File: src/rtl/instr_encoder_if.sv
// Request/word stream bundle for instr_encoder. Each side's transfer happens on a clock edge
// where valid && ready are both high. Once valid is raised, the payload holds until ready.
interface instr_encoder_if;
    logic        in_valid;
    logic        in_ready;
    logic [2:0]  in_kind;
    logic [2:0]  in_alu;
    logic [4:0]  in_rs;
    logic [4:0]  in_rt;
    logic [4:0]  in_rd;
    logic [15:0] in_imm;
    logic [25:0] in_target;
    logic        out_valid;
    logic        out_ready;
    logic [31:0] out_data;
    logic [31:0] out_addr;
    logic [7:0]  err_count;

    modport slave (
        input  in_valid, in_kind, in_alu, in_rs, in_rt, in_rd, in_imm, in_target, out_ready,
        output in_ready, out_valid, out_data, out_addr, err_count
    );

    modport master (
        output in_valid, in_kind, in_alu, in_rs, in_rt, in_rd, in_imm, in_target, out_ready,
        input  in_ready, out_valid, out_data, out_addr, err_count
    );
endinterface

File: src/rtl/instr_encoder.sv
// Encodes instruction requests into MIPS words, buffers them in a FIFO and emits them
// with a running byte address. Invalid requests are accepted, dropped and counted.
module instr_encoder #(
    parameter int          DEPTH     = 4,
    parameter logic [31:0] BASE_ADDR = 32'h0000_0000
) (
    input logic              clk,
    input logic              rst,
    instr_encoder_if.slave   bus
);
    localparam int          AW     = $clog2(DEPTH);
    localparam logic [AW:0] L_FULL = (AW+1)'(DEPTH);

    logic [31:0]   r_mem [DEPTH];
    logic [AW-1:0] r_wr_ptr;
    logic [AW-1:0] r_rd_ptr;
    logic [AW:0]   r_count;
    logic [31:0]   r_addr;
    logic [7:0]    r_err;

    logic [31:0] w_word;
    logic [5:0]  w_funct;
    logic        w_req_ok;
    logic        w_accept;
    logic        w_push;
    logic        w_pop;

    always_comb begin
        w_funct  = 6'b000000;
        w_word   = 32'h0000_0000;
        w_req_ok = 1'b0;
        case (bus.in_alu)
            3'd0:    w_funct = 6'b100000;
            3'd1:    w_funct = 6'b100010;
            3'd2:    w_funct = 6'b100100;
            3'd3:    w_funct = 6'b100101;
            3'd4:    w_funct = 6'b101010;
            default: w_funct = 6'b000000;
        endcase
        case (bus.in_kind)
            3'd0: begin
                w_word   = {6'b000000, bus.in_rs, bus.in_rt, bus.in_rd, 5'b00000, w_funct};
                w_req_ok = (bus.in_alu <= 3'd4);
            end
            3'd1: begin
                w_word   = {6'b100011, bus.in_rs, bus.in_rt, bus.in_imm};
                w_req_ok = 1'b1;
            end
            3'd2: begin
                w_word   = {6'b101011, bus.in_rs, bus.in_rt, bus.in_imm};
                w_req_ok = 1'b1;
            end
            3'd3: begin
                w_word   = {6'b000100, bus.in_rs, bus.in_rt, bus.in_imm};
                w_req_ok = 1'b1;
            end
            3'd4: begin
                w_word   = {6'b000101, bus.in_rs, bus.in_rt, bus.in_imm};
                w_req_ok = 1'b1;
            end
            3'd5: begin
                w_word   = {6'b000010, bus.in_target};
                w_req_ok = 1'b1;
            end
            default: begin
                w_word   = 32'h0000_0000;
                w_req_ok = 1'b0;
            end
        endcase
    end

    // No bypass: a full FIFO refuses requests even in a cycle where it pops.
    assign bus.in_ready  = (r_count != L_FULL);
    assign bus.out_valid = (r_count != '0);
    assign bus.out_data  = r_mem[r_rd_ptr];
    assign bus.out_addr  = r_addr;
    assign bus.err_count = r_err;

    assign w_accept = bus.in_valid && bus.in_ready;
    assign w_push   = w_accept && w_req_ok;
    assign w_pop    = bus.out_valid && bus.out_ready;

    always_ff @(posedge clk) begin
        if (w_push) begin
            r_mem[r_wr_ptr] <= w_word;
        end
    end

    always_ff @(posedge clk or posedge rst) begin
        if (rst) begin
            r_wr_ptr <= '0;
            r_rd_ptr <= '0;
            r_count  <= '0;
            r_addr   <= BASE_ADDR;
            r_err    <= 8'd0;
        end else begin
            if (w_push) begin
                r_wr_ptr <= r_wr_ptr + 1'b1;
            end
            if (w_pop) begin
                r_rd_ptr <= r_rd_ptr + 1'b1;
                r_addr   <= r_addr + 32'd4;
            end
            case ({w_push, w_pop})
                2'b10:   r_count <= r_count + 1'b1;
                2'b01:   r_count <= r_count - 1'b1;
                default: r_count <= r_count;
            endcase
            if (w_accept && !w_req_ok && (r_err != 8'hFF)) begin
                r_err <= r_err + 8'd1;
            end
        end
    end
endmodule

File: src/flat_wrapper.sv
// flat-port wrapper written by rule: the top's interface ports become plain ports
module instr_encoder_flat 
#(
    parameter int          DEPTH     = 4,
    parameter logic [31:0] BASE_ADDR = 32'h0000_0000
)
  (clk, rst, bus_in_valid, bus_in_kind, bus_in_alu, bus_in_rs, bus_in_rt, bus_in_rd, bus_in_imm, bus_in_target, bus_out_ready, bus_in_ready, bus_out_valid, bus_out_data, bus_out_addr, bus_err_count);
  instr_encoder_if bus_i ();
  input logic clk;
  input logic rst;
  input wire logic [$bits(bus_i.in_valid)-1:0] bus_in_valid;
  input wire logic [$bits(bus_i.in_kind)-1:0] bus_in_kind;
  input wire logic [$bits(bus_i.in_alu)-1:0] bus_in_alu;
  input wire logic [$bits(bus_i.in_rs)-1:0] bus_in_rs;
  input wire logic [$bits(bus_i.in_rt)-1:0] bus_in_rt;
  input wire logic [$bits(bus_i.in_rd)-1:0] bus_in_rd;
  input wire logic [$bits(bus_i.in_imm)-1:0] bus_in_imm;
  input wire logic [$bits(bus_i.in_target)-1:0] bus_in_target;
  input wire logic [$bits(bus_i.out_ready)-1:0] bus_out_ready;
  output wire logic [$bits(bus_i.in_ready)-1:0] bus_in_ready;
  output wire logic [$bits(bus_i.out_valid)-1:0] bus_out_valid;
  output wire logic [$bits(bus_i.out_data)-1:0] bus_out_data;
  output wire logic [$bits(bus_i.out_addr)-1:0] bus_out_addr;
  output wire logic [$bits(bus_i.err_count)-1:0] bus_err_count;
  assign bus_i.in_valid = bus_in_valid;
  assign bus_i.in_kind = bus_in_kind;
  assign bus_i.in_alu = bus_in_alu;
  assign bus_i.in_rs = bus_in_rs;
  assign bus_i.in_rt = bus_in_rt;
  assign bus_i.in_rd = bus_in_rd;
  assign bus_i.in_imm = bus_in_imm;
  assign bus_i.in_target = bus_in_target;
  assign bus_i.out_ready = bus_out_ready;
  assign bus_in_ready = bus_i.in_ready;
  assign bus_out_valid = bus_i.out_valid;
  assign bus_out_data = bus_i.out_data;
  assign bus_out_addr = bus_i.out_addr;
  assign bus_err_count = bus_i.err_count;
  instr_encoder #(.DEPTH(DEPTH), .BASE_ADDR(BASE_ADDR)) u_core (.clk(clk), .rst(rst), .bus(bus_i));
endmodule
File: config.mk
export PLATFORM = sky130hd
export DESIGN_NAME = instr_encoder_flat
export DESIGN_NICKNAME = d
export VERILOG_FILES = /design/src/rtl/instr_encoder_if.sv /design/src/rtl/instr_encoder.sv /design/src/flat_wrapper.sv
export SDC_FILE = /design/constraint.sdc
export NUM_CORES = 1
export LEC_CHECK = 0
export ABC_AREA = 1
export BUFFER_PORTS_ARGS = -buffer_cell sky130_fd_sc_hd__clkbuf_2
export CAP_MARGIN = 5
export CORE_UTILIZATION = 55
export CTS_CLUSTER_DIAMETER = 120
export DETAILED_ROUTE_END_ITERATION = 10
export GPL_TIMING_DRIVEN = 0
export PLACE_DENSITY = 0.84
export SYNTH_ARGS = -nofsm -noshare
export SYNTH_HDL_FRONTEND = slang
export SYNTH_SLANG_ARGS = --single-unit
File: constraint.sdc
create_clock -name clk -period 8.1 [get_ports clk]
set_clock_uncertainty 0.15 [all_clocks]
set_input_delay 2.025 -clock clk [delete_from_list [all_inputs] [get_ports clk]]
set_output_delay 2.025 -clock clk [all_outputs]
set_load 0.005 [all_outputs]
Yosys cells after proc, flatten, opt, wreduce, memory -nomap -nowiden
Memory sizes are Yosys's and may differ from the RTL's. Index checks and enable logic that the tools add are counted.

Add/subtract/negate cells: 6. Eq/ne operators: 13. Reductions and logical operators: 11. Order comparisons: 1. Muxes and demuxes: 6.

Operators with widths (number): $pmux W32 S6 (1); $add A32 B3 Y32 const B (1); $pmux W6 S5 (1); $eq A3 B2 Y1 const B (4); $eq A3 B3 Y1 const B (3); $add A8 B1 Y8 const B (1); $ne A8 B8 Y1 const B (1); $eq A3 B1 Y1 const B (2); $logic_not A3 Y1 (2); $pmux W3 S2 (1); $logic_and A1 B1 Y1 (5); $reduce_or A5 Y1 (1); $add A2 B1 Y2 const B (2); $add A3 B1 Y3 const B (1); $le A3 B3 Y1 const B (1); $ne A3 B3 Y1 const B (1); $reduce_bool A3 Y1 (1); $sub A3 B1 Y3 const B (1); $eq A2 B1 Y1 const B (1); $eq A2 B2 Y1 const B (1); $mux W1 (2); $pmux W1 S2 (1); $reduce_bool A2 Y1 (1); $logic_not A1 Y1 (1).

Output and inout port bits: 74. Memories: 1. Bits in registers: 47. Bits in writable memories: 128. Word-level logic and storage cells: 43. Bits of input ports: 67.

Memories: u_core.r_mem (words 4, width 32, rd ports 1, clocked after memory_dff 0, wr ports 1, line instr_encoder.sv:14) `logic [31:0] r_mem [DEPTH];`.

Depth between registers and ports, before layout
Gate-level depths: netlist of the first run.

Word-level depth: 6. Mapped depth: 13.

Least setup slack after synthesis of the first run
OpenSTA, ideal clock, no wires.

Path kind: input port to flip-flop. From: input port bus_in_kind[2]. To: memory u_core.r_mem[0][0], enable pin. Required time: 7531 ps. Buffers on the path: 0. Arrival: 3986 ps. Setup time: 419 ps. Cell stages on the path: 7. Slack: 3545 ps. Path through: inv_1 -> nand2_1 -> nor2_1 -> inv_1 -> nand2_2 -> nand2_2 -> nor2_1.

Longest elaborated chain between the ends: 6.

Ends and longest elaborated chain: start, declared (line flat_wrapper.sv:12) `input wire logic [$bits(bus_i.in_kind)-1:0] bus_in_kind;`; $eq A3 B1 Y1 (tied with other cells) (line instr_encoder.sv:40) `case (bus.in_kind)`; $reduce_or A5 Y1 (no line); $pmux W1 S2 * (line instr_encoder.sv:40); $logic_and A1 B1 Y1 * (line instr_encoder.sv:80) `assign w_push = w_accept && w_req_ok;`; $mux W1 * (line instr_encoder.sv:84) `if (w_push) begin`; $mux W1 (not written as such) * (line instr_encoder.sv:85) `r_mem[r_wr_ptr] <= w_word;`; end, declared (line instr_encoder.sv:14).

Every way passes the cells marked *; elsewhere a longest branch is shown, timed or not.

Worst setup path after layout of the first run
From: register u_core.r_rd_ptr[0]. To: output port bus_out_data[28].

Longest elaborated chain between the ends: 1.

Ends and longest elaborated chain: start, declared (line instr_encoder.sv:16) `logic [AW-1:0] r_rd_ptr;`; start signal, assigned (line instr_encoder.sv:101) `r_rd_ptr <= r_rd_ptr + 1'b1;`; $mem_v2 Z4 W32; end, declared (line flat_wrapper.sv:22) `output wire logic [$bits(bus_i.out_data)-1:0] bus_out_data;`.

No other way between the ends.

==> results of run 1 <==
[metal layers]
| layer | wire length [um] | track usage [%] | up-vias |
|---|---|---|---|
| met5 | 0 | 0 | - |
| met2 | 8624 | 42.96 | 206 |
| met3 | 1102 | 5.943 | 23 |
| met4 | 254 | 9.105 | 0 |
| li1 | - | - | 2909 |
| met1 | 7082 | 30.42 | 2806 |
[worst paths after layout]
check                                        start                      end  depth (start not counted)
worst max-delay path            u_core.r_rd_ptr[0]         bus_out_data[28]                          6
max in group asynchronous                      rst  u_core.bus.out_addr[30]                          3
worst max register to register   u_core.r_count[0]        u_core.r_count[2]                         11
min in group asynchronous                      rst   u_core.bus.out_addr[8]                          2
worst min-delay path             u_core.r_count[0]        u_core.r_count[0]                          1
worst min register to register   u_core.r_count[0]        u_core.r_count[0]                          1
[layout make-up]
cell class,instances,area [um^2]
fillers,1042,4512
well taps,180,225.2
plain buffers,28,132.6
flip-flops and latches,169,4850
clock buffers,17,425.4
clock inverters,12,85.08
repair buffers,142,793.3
inverters,61,231.5
multi-input cells,507,2572
[kinds of logic after synthesis]
| logic type | synth area share [%] |
|---|---|
| adders and majority gates | 1.389 |
| other | 0.04840 |
| xor gates and xnor gates | 2.261 |
| AOI/OAI and AO/OA | 8.542 |
| and+or+nand+nor | 20.47 |
| DFF | 62.59 |
| buffers and inverters | 4.699 |
[worst max-delay path, cell delays in order, from the launching register on]
cell and delay [ns]:
dfrtp_1 0.35, buf_2 0.17, clkinv_1 0.17, buf_1 0.43, nor2_1 0.11, o22ai_1 0.28
clkbuf_2 0.17
[layout by cell type, fill, tap and decap left out, types with 4 or more instances in the layout]
master	count
o21ai_1	6
xor2_1	10
clkinv_1	9
buf_2	4
o22ai_1	31
nand4_1	12
edfxtp_1	124
a22o_1	6
nor2_1	104
buf_12	4
buf_4	4
nand3_1	32
o21ai_0	74
nand2_2	9
clkbuf_2	137
nor2_2	9
ha_1	7
nand2_4	4
dfrtp_1	45
clkbuf_16	17
inv_2	4
xnor2_1	10
nand2_1	164
inv_1	54
clkbuf_1	17
nor2_4	8
[stage by stage]
| stage | hold slack (ns) | std cells |
|---|---|---|
| after detailed placement | 0.3433 | 1087 |
| final | 0.3582 | 1116 |
| after floorplan | 0.3181 | 765 |
| after global routing | 0.3826 | 1116 |
| after CTS | 0.3540 | 1116 |
| after global placement | 0.3386 | 1082 |
[where the power goes]
group / internal, W / total [W] / switching (W)
Clock: 0.000409 / 0.000716 / 0.000307
Combinational: 0.000309 / 0.000853 / 0.000544
Sequential: 0.00106 / 0.00112 / 0.0000605
[flip-flops by register name, indices dropped and copies added (netlist names)]
signal	count
u_core.r_mem	124
u_core.r_count	3
u_core.bus.out_addr	30
u_core.bus.err_count	8
u_core.r_rd_ptr	2
u_core.r_wr_ptr	2
==> reports/metrics.yaml, run 1 <==
status: "finished, final reports clean"
slew_headroom_pct: 60.99
cts_setup_buffers: 0
power_density_mw_per_mm2: 288.7
syn_area_mm2: 0.007749
startpoint_type: "register"
critPathRequiredTime_ns: 5.93
ir_drop_mv: 0.1801
fmax_mhz: 233.5
rsz0062_at_grt: "no"
netlist_instances: 763
viasPerCell: 5.326
place_area_mm2: 0.008805
min_period_ns: 4.284
h-tree-depth: 4
final_util_pct: 67.37
grt_pass1_vias: 5586
clk_pin_slew_worst_paths_ns: 0.06
grt_use_total_pct: 24.89
reg2reg_slack_ns: 5.53
fp.dieW_um: 120.7
synth_largest_area_cell: "edfxtp_1"
total_power_w: 0.002689
synth_common_cells: "nand2_1 (164), edfxtp_1 (124), nor2_1 (108)"
drv_cap: 0
drc_errors: 0
ant_nets: 0
dpl.hpwl_um: 11740
synth_most_common_cell: "nand2_1"
cts_resized: 0
gp_congestion: 0.8573
synth_top_area_share_pct: 48.05
synthFlopType: "edfxtp_1"
pre_cts_slack_ns: 3.674
crit_fanout: 10
yosysWarnings: 0
layout_setup_ws_ns: 3.816
tritoncts: "built"
drive_gt1_share_pct: 22.86
worst_slew_pin_slew_ns: 0.5845
ios: 141
seq_area_frac_synth_pct: 62.59
min_period_over_period_pct: 52.88
core.rowCount: 43
hold_viol: 0
arrival_ns: 2.11
hp-class: "reg2reg"
cts_made_buffers: 17
grt_pass1_wl_um: 27270
die_height_um: 120.7
drt_iter0_markers: 627
grt_antenna_before_repair: 0
area_delta_synth_final_pct: 20.22
wl_per_cell_um: 15.29
totalWireLength_um: 17060
grt_max_degree: 32
vias: 5944
antenna_cells: 0
drt-pass1-iter-count: 5
fin_nets: 1001
start_util_pct: 56.04
overflow: 0
ctsRootBufferMaster: "clkbuf_16"
io_buffers: 137
ys_types: 36
async_flop_share_pct: 26.63
clk_latency_ns: 0.43
p_leak_nw: 3.930
coreArea_mm2: 0.01383
cp-end-kind: "output port"
syn_avg_cell_area_um2: 10.16
finalSetupTns_ns: 0
final_max_slew_viol_count: 0
dieArea_mm2: 0.01457
clockBufferDepth: 2
yosys_register_bits: 169
fin_area_mm2: 0.009315
holdBufCountCts: 0
setup_viol: 0
synthTopCellsByArea: "edfxtp_1 (48%), dfrtp_1 (15%), nand2_1 (7.9%)"
cts.sinks: 169
synth_edf_count: 124
crit_type: "reg2out"
Note: power is estimated with default switching activity, not from simulation.
==> run 2, diff against run 1 <==
--- a/config.mk
+++ b/config.mk
@@ -8,11 +8,11 @@
 export ABC_AREA = 1
 export BUFFER_PORTS_ARGS = -buffer_cell sky130_fd_sc_hd__clkbuf_2
 export CAP_MARGIN = 5
-export CORE_UTILIZATION = 55
+export CORE_UTILIZATION = 50
 export CTS_CLUSTER_DIAMETER = 120
 export DETAILED_ROUTE_END_ITERATION = 10
 export GPL_TIMING_DRIVEN = 0
-export PLACE_DENSITY = 0.84
+export PLACE_DENSITY = 0.81
 export SYNTH_ARGS = -nofsm -noshare
 export SYNTH_HDL_FRONTEND = slang
 export SYNTH_SLANG_ARGS = --single-unit
==> constraint.sdc (replaced) <==
create_clock -name clk -period 3.44 [get_ports clk]
set_clock_uncertainty 0.15 [all_clocks]
set_input_delay 0.86 -clock clk [delete_from_list [all_inputs] [get_ports clk]]
set_output_delay 0.86 -clock clk [all_outputs]
set_load 0.005 [all_outputs]
==> run 2 against run 1 <==
Clock-buffer cell count stayed put; non-clock buffer count stayed put; final cell count is 0.99% higher; sequential power is 140% higher; clock power grew to 2.7 times the previous value; register-to-register slack worse by 4.7 ns; critical path depth stayed put; flip-flop and latch count stayed put; worst setup slack worse by 3.5 ns.
==> reports/metrics.yaml, run 2 (same netlist as run 1, synthesis figures left out) <==
status: "finished, final reports clean"
viasPerCell: 5.304  # -0.41%
place_area_mm2: 0.008822  # +0.20%
ctsRootBufferMaster: "clkbuf_16"
drive_gt1_share_pct: 23.75  # +0.89 points
power_density_mw_per_mm2: 697.3  # +140%
ir_drop_mv: 0.4262  # +140%
holdBufCountCts: 0  # unchanged
cts_setup_buffers: 0  # unchanged
overflow: 0  # unchanged
tritoncts: "built"
crit_buf_inv: 4  # unchanged
fmax_mhz: 324.6
wl_per_cell_um: 15.69  # +2.6%
finalSetupTns_ns: 0  # unchanged
layout_commonest_cell: "nand2_1"
grt_pass1_wl_um: 28500  # +4.5%
clk_latency_ns: 0.43  # about the same
antenna_cells: 0  # unchanged
worst_slew_pin_slew_ns: 0.6027  # +0.01811 ns
h-tree-depth: 4  # unchanged
cts_made_buffers: 17  # unchanged
final_cells: 1127  # +0.99%
worstReg2RegEnd: "u_core.r_count[2]"
drt_iter0_markers: 522  # -17%
coreArea_mm2: 0.01515  # +9.5%
dpl.hpwl_um: 12150  # +3.5%
top_register: "u_core.r_mem"
ff_latch_area_mm2: 0.004850  # unchanged
reg2reg_slack_ns: 0.82  # -4.71 ns
arrival_ns: 2.07  # -0.04 ns
drc_errors: 0  # unchanged
io_buffers: 137  # unchanged
ios: 141  # unchanged
ant_nets: 0  # unchanged
holdWs_ns: 0.2247  # -0.1335 ns
fin_nets: 1001  # unchanged
die_height_um: 126.5  # +4.8%
core.rowCount: 45  # +4.7%
hold_viol: 0  # unchanged
critPathRequiredTime_ns: 2.43  # -3.50 ns
nFillCells: 1215  # +17%
drt-pass1-iter-count: 5  # unchanged
dieArea_mm2: 0.01600  # +9.8%
fp.dieW_um: 126.5  # +4.8%
grt_pass1_vias: 5749  # +2.9%
grt_antenna_before_repair: 0  # unchanged
mostFrequentLayoutCells: "nand2_1 (164), clkbuf_2 (137), edfxtp_1 (124)"
area_delta_synth_final_pct: 21.61
rsz0062_at_grt: "no"
crit_family: "buffers and inverters"
critPathMaxStageDelay_ns: 0.44  # about the same
drv_cap: 0  # unchanged
p_leak_nw: 3.977  # +1.2%
rr_worst_depth: 11  # unchanged
fin_area_mm2: 0.009423  # +1.2%
dp.cells: 1095  # +0.74%
totalWireLength_um: 17690  # +3.6%
setup_viol: 0  # unchanged
gp_congestion: 0.8661  # +1.0%
start_util_pct: 51.16  # -4.9 points
grt_max_degree: 32  # unchanged
largest_reg_flops: 124  # unchanged
final_max_slew_viol_count: 0  # unchanged
slowest_stage: "buf_1"
vias: 5978  # +0.57%
cts.sinks: 169  # unchanged
min_period_ns: 3.081
path_cells: "buf_2 -> clkinv_1 -> buf_1 -> nor2_1 -> o22ai_1 -> clkbuf_2"
hp-class: "in2async"
multi_input_area_mm2: 0.002572  # unchanged
startpoint_type: "register"
crit_type: "reg2out"
crit_fanout: 10  # unchanged
clk_pin_slew_worst_paths_ns: 0.06  # about the same
min_period_over_period_pct: 89.56
cp-end-kind: "output port"
clockBufferDepth: 2  # unchanged
cts_resized: 0  # unchanged
grt_use_total_pct: 23.55  # -1.3 points
slew_headroom_pct: 59.73  # -1.3 points
reg2reg_from: "u_core.r_count[0]"
-- run 2: area by class of cell --
| type | count | share of cell area (%) |
|---|---|---|
| Timing Repair Buffer | 142 | 8.498 |
| Sequential cell | 169 | 51.47 |
| Clock inverter | 15 | 1.859 |
| Inverter | 61 | 2.457 |
| Tap cell | 188 | 2.496 |
| Clock buffer | 17 | 4.515 |
| Buffer | 28 | 1.408 |
| Multi-Input combinational cell | 507 | 27.30 |
-- run 2: how the worst max path moves through the flow --
stage                  startpoint             endpoint  slack, ns  cells after the start
2_1_floorplan      bus_in_kind[2]   u_core.r_mem[0][0]       0.05                      7
3_3_place_gp       bus_in_kind[0]  u_core.r_mem[3][18]      -1.39                      8
3_5_place_dp       bus_in_kind[0]  u_core.r_mem[3][16]       0.14                      9
4_1_cts        u_core.r_rd_ptr[0]     bus_out_data[11]       0.36                      6
5_1_grt        u_core.r_rd_ptr[0]     bus_out_data[27]       0.22                      6
6_report       u_core.r_rd_ptr[0]     bus_out_data[29]       0.36                      6
-- run 2: layer usage --
metal	GRT usage [%]	vias to the layer above	wire (um)
met5	0	-	0
met2	40.27	203	8695
met1	28.71	2829	7439
met3	5.399	33	1111
li1	-	2913	-
met4	10.28	0	439
-- run 2: metrics by stage --
step                utilization [%]  worst slack, ns  power, W
global placement              57.29           -1.387  0.004583
detailed placement            58.25           0.1427  0.004692
CTS                           62.21           0.3643  0.006618
global route                  62.21           0.2168  0.006948
floorplan                         -          0.04986  0.003807
finish                        62.21           0.3592  0.006571
-- run 2: power by group --
group	switching (W)	internal, W	total, W
clock network	0.000770	0.00114	0.00191
logic	0.00130	0.000726	0.00202
registers	0.000144	0.00249	0.00264
total	0.00221	0.00436	0.00657
